<file path="config.mk">
export PLATFORM = sky130hd
export DESIGN_NAME = data_serializer
export DESIGN_NICKNAME = d
export VERILOG_FILES = /design/src/rtl/data_serializer_pkg.sv /design/src/rtl/data_serializer_hold_buf.sv /design/src/rtl/data_serializer.sv
export SDC_FILE = /design/constraint.sdc
export NUM_CORES = 1
export LEC_CHECK = 0
export CAP_MARGIN = 20
export CORE_MARGIN = 1.5
export CORE_UTILIZATION = 55
export CTS_CLUSTER_SIZE = 8
export DETAILED_ROUTE_END_ITERATION = 10
export GPL_TIMING_DRIVEN = 0
export PLACE_DENSITY = 0.9
export SLEW_MARGIN = 20
export SYNTH_ARGS = -nofsm -noshare
export SYNTH_HDL_FRONTEND = slang
export SYNTH_SLANG_ARGS = --single-unit
</file>
<file path="constraint.sdc">
create_clock -name clk1280 -period 4.86 [get_ports clk1280]
set_clock_uncertainty 0.2 [all_clocks]
set_input_delay 0.972 -clock clk1280 [delete_from_list [all_inputs] [get_ports clk1280]]
set_output_delay 0.972 -clock clk1280 [all_outputs]
set_load 0.005 [all_outputs]
</file>
<file path="src/rtl/data_serializer_pkg.sv">
// Shared link definitions for the 1280 Mb/s serial link, used by the
// transmit serializer and the receive-side aligner.
package data_serializer_pkg;

   localparam int LINK_WIDTH = 32;
   localparam logic [LINK_WIDTH-1:0] LINK_IDLE_WORD = 32'hBC5A_BC5A;

   typedef logic [LINK_WIDTH-1:0] link_word_t;

   // What the output shift register does on a given edge.
   typedef enum logic [1:0] {
      LOAD_SHIFT = 2'd0,
      LOAD_HOLD  = 2'd1,
      LOAD_IDLE  = 2'd2
   } load_sel_t;

endpackage

</file>
<file path="src/rtl/data_serializer_hold_buf.sv">
// One-entry valid/ready holding buffer in front of the serializer; the
// serializer empties it with a drain strobe when it loads the held word.
module serializer_hold_buf
   import data_serializer_pkg::*;
#(
   parameter int WIDTH = LINK_WIDTH
) (
   input  logic             clk1280,
   input  logic             rst_n,
   input  logic [WIDTH-1:0] data,
   input  logic             valid,
   output logic             ready,
   input  logic             drain,
   output logic [WIDTH-1:0] hold,
   output logic             hold_full
);

   // A transfer needs an empty buffer and a drain needs a full one, so the
   // two can never happen on the same edge.
   always_ff @(posedge clk1280 or negedge rst_n) begin
      if (!rst_n) begin
         hold      <= '0;
         hold_full <= 1'b0;
      end else if (valid && !hold_full) begin
         hold      <= data;
         hold_full <= 1'b1;
      end else if (drain) begin
         hold_full <= 1'b0;
      end
   end

   assign ready = !hold_full;

endmodule

</file>
<file path="src/rtl/data_serializer.sv">
// 32:1 MSB-first serializer for the 1280 Mb/s link; inserts the idle word
// whenever no user word is waiting at a word boundary.
module data_serializer
   import data_serializer_pkg::*;
#(
   parameter int               WIDTH     = LINK_WIDTH,
   parameter logic [WIDTH-1:0] IDLE_WORD = LINK_IDLE_WORD
) (
   input  logic             clk1280,
   input  logic             rst_n,
   input  logic             Enable,
   input  logic [WIDTH-1:0] Data,
   input  logic             Valid,
   output logic             Ready,
   output logic             Tx,
   output logic             WordStart,
   output logic             Underrun
);

   localparam int             CNT_W    = $clog2(WIDTH);
   localparam logic [CNT_W-1:0] CNT_LAST = CNT_W'(WIDTH - 1);

   logic [WIDTH-1:0] shreg;
   logic [WIDTH-1:0] shreg_next;
   logic [CNT_W-1:0] cnt;
   logic [CNT_W-1:0] cnt_next;
   logic [WIDTH-1:0] hold;
   logic             hold_full;
   logic             drain;
   logic             underrun_q;
   logic             underrun_next;
   logic             boundary;
   load_sel_t        load_sel;

   serializer_hold_buf #(
      .WIDTH     (WIDTH)
   ) u_hold_buf (
      .clk1280   (clk1280),
      .rst_n     (rst_n),
      .data      (Data),
      .valid     (Valid),
      .ready     (Ready),
      .drain     (drain),
      .hold      (hold),
      .hold_full (hold_full)
   );

   assign boundary = (cnt == CNT_LAST);

   // Enable is only looked at on the boundary edge, so a mid-word change
   // never cuts a word short.
   always_comb begin
      load_sel      = LOAD_SHIFT;
      drain         = 1'b0;
      underrun_next = 1'b0;
      if (boundary) begin
         if (Enable && hold_full) begin
            load_sel = LOAD_HOLD;
            drain    = 1'b1;
         end else begin
            load_sel      = LOAD_IDLE;
            underrun_next = Enable;
         end
      end
   end

   always_comb begin
      shreg_next = {shreg[WIDTH-2:0], 1'b0};
      cnt_next   = cnt + CNT_W'(1);
      case (load_sel)
         LOAD_HOLD: begin
            shreg_next = hold;
            cnt_next   = '0;
         end
         LOAD_IDLE: begin
            shreg_next = IDLE_WORD;
            cnt_next   = '0;
         end
         default: begin
            shreg_next = {shreg[WIDTH-2:0], 1'b0};
            cnt_next   = cnt + CNT_W'(1);
         end
      endcase
   end

   always_ff @(posedge clk1280 or negedge rst_n) begin
      if (!rst_n) begin
         shreg      <= IDLE_WORD;
         cnt        <= '0;
         underrun_q <= 1'b0;
      end else begin
         shreg      <= shreg_next;
         cnt        <= cnt_next;
         underrun_q <= underrun_next;
      end
   end

   assign Tx        = shreg[WIDTH-1];
   assign WordStart = (cnt == '0);
   assign Underrun  = underrun_q;

endmodule

</file>
==> results.cfg, run 1 <==
[sta]
rsz0062_at_grt = no
fin_crit_ps = 2928
max_freq_mhz = 341.5
slew_headroom = 0.6200
slew_viol_final = 0
fin_crit_sh = 0.6025
setup_tns_ps = 0
hold_viol_final = 0
setup_viol_count_final = 0
tightest_slew_ps = 569.9

[drt]
num_vias = 1893
final_antenna_net_count = 0
drt_first_pass_iters = 4
wl_um = 5766
viasPerCell = 5.258
post-route-drc-count = 0
wl_per_cell_um = 16.02
drt_iter0_drc = 137

[cts]
h-tree-depth = 3
hold_buffers = 0
root_buffer = clkbuf_8
post_cts_resize_count = 0
numCtsBuffers = 9
cts_num_sinks = 71
cts_tree = done
clk_path_buf_depth = 2
post_cts_buffers = 0
worst_skew_pair.late_latency_ps = 340
cts.clk_slew.worst_paths_ps = 80

[floorplan]
die_h_um = 76.43
core_um2 = 5140
dieArea_um2 = 5841
initial_core_util = 0.5769
die_w_um = 76.43
num_rows = 26
io_pins = 40

[yosys]
synth_area_leader_cell = dfrtp_1
synth-xor-area-share = 0.002954
synth-simple-area-share = 0.06414
yosysUniqueCellTypes = 21
synth_fp_nets = 273
synthAdderAreaFrac = 0.01266
synth_mux_area_frac = 0.1620
synth_area_um2 = 2965
synth_ff_type = dfrtp_1
ys_top_cells_by_area = dfrtp_1, dfstp_2, mux2_4
yosysMostFrequentCell = dfrtp_1
synth_edf_count = 0
synth-compound-area-share = 0.06793
yosys_warnings = 0
synth_top_family_by_area = multiplexers
synthTopCellsByCount = dfrtp_1, inv_1, mux2_4
synthCells = 234
syn_avg_cell_area_um2 = 12.67
synth_top_area_frac = 0.4473
synth_seq_area_share = 0.6068
ys_async_sr_fraction = 1.000
synth-seq-cells = 71

[placement]
dp_hpwl_um = 3767
io_buffers = 39
place_congestion = 0.7881

[grt]
grt-ovfl-total = 0
grt_max_degree = 64
globalRouteTotalUtil = 0.2234
grt_pass1_vias = 2067
antenna_found_initial = 0
grt_pass1_wl_um = 9949

[layout]
antenna_cells = 0
synthToLayoutAreaGrowth_pct = 25.53
layout-drive-gt1-share = 0.2724
finalNetCount = 324
utilization = 0.7242

[flow_run]
drv_cap = 0

[critical_path]
r2r_end = shreg[13]
crit_path_max_incr_delay_ps = 550
critPathTopFamily = buffers and inverters
cp-end-kind = output pin
crit_path_cell_trace = inv_1, ha_1, nor4b_1, clkdlybuf4s50_1
cp_num_buf_inv = 2
critPathKind = flip-flop to output pin
critPathSlowestCell = clkdlybuf4s50_1
arrival_ps = 1760
r2r_slack_ps = 2740
required_ps = 3690
start_kind = flip-flop
r2r-start = cnt[0]
rr_worst_depth = 7
critPathMaxFanout = 4

[min_path]
hold_path.class = input port to asynchronous set/reset pin

[power]
p_per_area_nw_per_um2 = 485.2
vdd_drop_max_v = 0.0002921
p_leak_uw = 0.001687

[status]
status = finished, final reports clean
[report_power, final]
part | internal, uW | switching [uW] | total [uW]
logic | 244 | 119 | 363
clock network | 358 | 225 | 583
registers | 766 | 93.5 | 860
[area by class of cell]
class	instances	area [um^2]
Timing Repair Buffer	40	415.4
Buffer	15	120.1
Multi-Input combinational cell	114	918.4
Inverter	34	127.6
Tap cell	70	87.58
Sequential cell	71	1799
Clock buffer	10	137.6
Fill cell	358	1418
Clock inverter	6	116.4
[per-layer routing]
metal	up-vias	GRT usage	routed length (um)
li1	870	-	-
met1	954	0.2797	2467
met2	61	0.3643	2933
met3	8	0.07305	293
met4	0	0.07963	70
met5	-	0	0
[worst reg2reg max path, delay by kind of cell, from the launching register on]
kind	cells	cell delay, ps
and+or+nand+nor	1	190
DFF	1	410
AOI/OAI and AO/OA	1	280
adders and majority gates	2	400
buffers and inverters	3	550
[cell usage in the layout, fill, tap and decap left out, types with 2 or more instances in the layout]
cell	count
dfrtp_1	53
clkbuf_1	5
bufinv_16	3
clkdlybuf4s50_1	38
ha_1	3
clkbuf_8	10
mux2_4	29
clkinv_4	2
dfstp_2	18
buf_12	3
nor2_1	22
a31oi_1	18
and3_1	2
nor2b_1	3
inv_1	34
nand2_1	15
mux2_2	4
buf_2	6
o22ai_1	13
[state kept, by name, indices dropped and copies added, names as in the netlist]
name,count
shreg,32
cnt,5
u_hold_buf.hold,32
u_hold_buf.hold_full,1
Underrun,1
[how the worst max path moves through the flow]
stage / depth (start not counted) / end / start / slack, ps
after floorplan: 4 / u_hold_buf.hold[10] / Valid / 2840
after global placement: 1 / u_hold_buf.hold[17] / rst_n / 460
after detailed placement: 5 / u_hold_buf.hold[16] / Valid / 2310
after CTS: 4 / WordStart / cnt[0] / 1910
after global routing: 4 / WordStart / cnt[0] / 1790
final: 4 / WordStart / cnt[0] / 1930
[cells by family after synthesis]
group	after synthesis
flops	71
buf+inv	49
simple gates	45
mux	33
compound gates	32
fa+ha+maj	3
xor+xnor	1
[per-stage QoR]
step	total power [uW]	instance area, um^2	setup WS, ps	hold WS, ps	cells
2_1_floorplan	1109	2965	2845	253.6	234
3_3_place_gp	1201	3443	455.4	276.0	343
3_5_place_dp	1229	3468	2308	283.5	344
4_1_cts	1817	3722	1905	240.0	360
5_1_grt	1892	3722	1794	237.5	360
6_report	1806	3722	1932	256.5	360
No activity file was read; power rests on OpenSTA's default activity.
==> run 2, diff against run 1 <==
--- a/config.mk
+++ b/config.mk
@@ -7,11 +7,11 @@
 export LEC_CHECK = 0
 export CAP_MARGIN = 20
 export CORE_MARGIN = 1.5
-export CORE_UTILIZATION = 55
+export CORE_UTILIZATION = 54
 export CTS_CLUSTER_SIZE = 8
 export DETAILED_ROUTE_END_ITERATION = 10
 export GPL_TIMING_DRIVEN = 0
-export PLACE_DENSITY = 0.9
+export PLACE_DENSITY = 0.89
 export SLEW_MARGIN = 20
 export SYNTH_ARGS = -nofsm -noshare
 export SYNTH_HDL_FRONTEND = slang
==> constraint.sdc (replaced) <==
create_clock -name clk1280 -period 2.7 [get_ports clk1280]
set_clock_uncertainty 0.2 [all_clocks]
set_input_delay 0.54 -clock clk1280 [delete_from_list [all_inputs] [get_ports clk1280]]
set_output_delay 0.54 -clock clk1280 [all_outputs]
set_load 0.005 [all_outputs]
==> results.cfg, run 2 (synthesized netlist as in run 1, its figures left out) <==
[drt]
route.met3.wl_um = 222
drt_first_pass_iters = 4
num_vias = 1840
wl_met1_um = 2429
top_layer = met4
drt_iter0_drc = 135
final_antenna_net_count = 0
wl_per_cell_um = 14.76
post-route-drc-count = 0
wl_um = 5328
viasPerCell = 5.097
dr_wl_met2_um = 2569

[grt]
grt-ovfl-total = 0
grt_pass1_vias = 1944
antenna_found_initial = 0
globalRouteTotalUtil = 0.2034
grt_max_degree = 60
grt_pass1_wl_um = 9073

[sta]
hold_viol_final = 0
tightest_slew_ps = 536.4
slew_viol_final = 0
slew_headroom = 0.6424
fin_crit_sh = 0.9144
fin_crit_ps = 2469
rsz0062_at_grt = no
max_freq_mhz = 405.1
setup_viol_count_final = 0
setup_tns_ps = 0
holdWs_ps = 292.1

[floorplan]
initial_core_util = 0.5697
num_rows = 26
die_w_um = 77.11
core_um2 = 5205
die_h_um = 77.11
dieArea_um2 = 5945
io_pins = 40

[layout]
regArea_um2 = 1799
reg.largest.list = shreg: 32 flops, u_hold_buf.hold: 32 flops, cnt: 5 flops
stdcell_area_um2 = 3654
fillers = 367
multi_input_area_um2 = 918.4
final_cell_mix = dfrtp_1, clkdlybuf4s50_1, inv_1, mux2_4, nor2_1
antenna_cells = 0
layout-drive-gt1-share = 0.2680
fin_cells = 361
layout_commonest_cell = dfrtp_1
finalNetCount = 325
synthToLayoutAreaGrowth_pct = 23.21

[critical_path]
arrival_ps = 1730
crit_path_max_incr_delay_ps = 550
required_ps = 1960
cp-end-kind = output pin
critPathKind = flip-flop to output pin
start_kind = flip-flop
critPathSlowestCell = clkdlybuf4s50_1
critPathMaxFanout = 4
crit_path_cell_trace = inv_1, ha_1, nor4b_1, clkdlybuf4s50_1

[cts]
root_buffer = clkbuf_8
cts_tree = done
numCtsBuffers = 9
cts_num_sinks = 71
clk_path_buf_depth = 2
cts.clk_slew.worst_paths_ps = 70
post_cts_buffers = 0
h-tree-depth = 3
worst_skew_pair.late_latency_ps = 340

[placement]
dp_hpwl_um = 3670
place_inst = 344
io_buffers = 39
place_congestion = 0.7757
placed_area_um2 = 3468

[min_path]
hold_path.class = flip-flop to flip-flop

[power]
vdd_drop_max_v = 0.0005098
p_leak_uw = 0.001660
p_per_area_nw_per_um2 = 805.2

[status]
status = finished, final reports clean

[flow_run]
drv_cap = 0
-- run 2: cell types whose count changed in the layout (fill, tap and decap cells not counted), sizes merged --
cell,change
inv,-1
bufinv,-3
dlygate4sd3,+1
clkinv,+2
clkbuf,+2
-- run 2: layout make-up --
class / instances / area share
Buffer: 15 / 0.03288
Clock buffer: 12 / 0.04247
Clock inverter: 4 / 0.005479
Inverter: 34 / 0.03493
Multi-Input combinational cell: 114 / 0.2514
Sequential cell: 71 / 0.4925
Tap cell: 70 / 0.02397
Timing Repair Buffer: 41 / 0.1164
-- run 2: worst max-delay path: cells and delay by family, from the launching register on --
family                   cells  cell delay (ps)
buffers and inverters        2              620
flip-flops                   1              420
AND/OR/NAND/NOR              1              220
adder cells (fa/ha/maj)      1              130
-- run 2: layer usage --
layer / vias to the layer above / track usage
met5: - / 0
met4: 0 / 0.09273
met3: 8 / 0.05476
met2: 47 / 0.3204
met1: 913 / 0.2639
li1: 872 / -
-- run 2: timing repair --
item / 4_1_cts / 5_1_grt
hold buffers: 1 / 0
resized for setup: 0 / 0
hold endpoints to repair: 12 / 0
-- run 2: power by group --
part	internal (uW)	switching (uW)	total, uW	leakage (uW)
Sequential	1380	173	1550	0.000824
Combinational	440	201	641	0.000740
Clock	377	371	748	0.0000959
-- run 2: through the flow --
stage          total power [uW]  utilization  setup WS (ps)
4_1_cts                    2972       0.7019          212.5
3_5_place_dp               2213       0.6663          557.7
3_3_place_gp               2172       0.6615          -1291
6_report                   2942       0.7019          231.3
5_1_grt                    3096       0.7019          77.83
2_1_floorplan              1996            -          878.3
-- run 2: final timing paths --
path                                              to  slack [ps]  cells past startpoint  startpoint
min in group asynchronous       u_hold_buf.hold_full         380                      2       rst_n
worst max register to register             shreg[15]         600                      7      cnt[0]
max in group asynchronous                   shreg[3]        1340                      3       rst_n
worst min register to register             shreg[27]         290                      2   shreg[26]
worst max-delay path                       WordStart         230                      4      cnt[0]
worst min-delay path                       shreg[27]         290                      2   shreg[26]
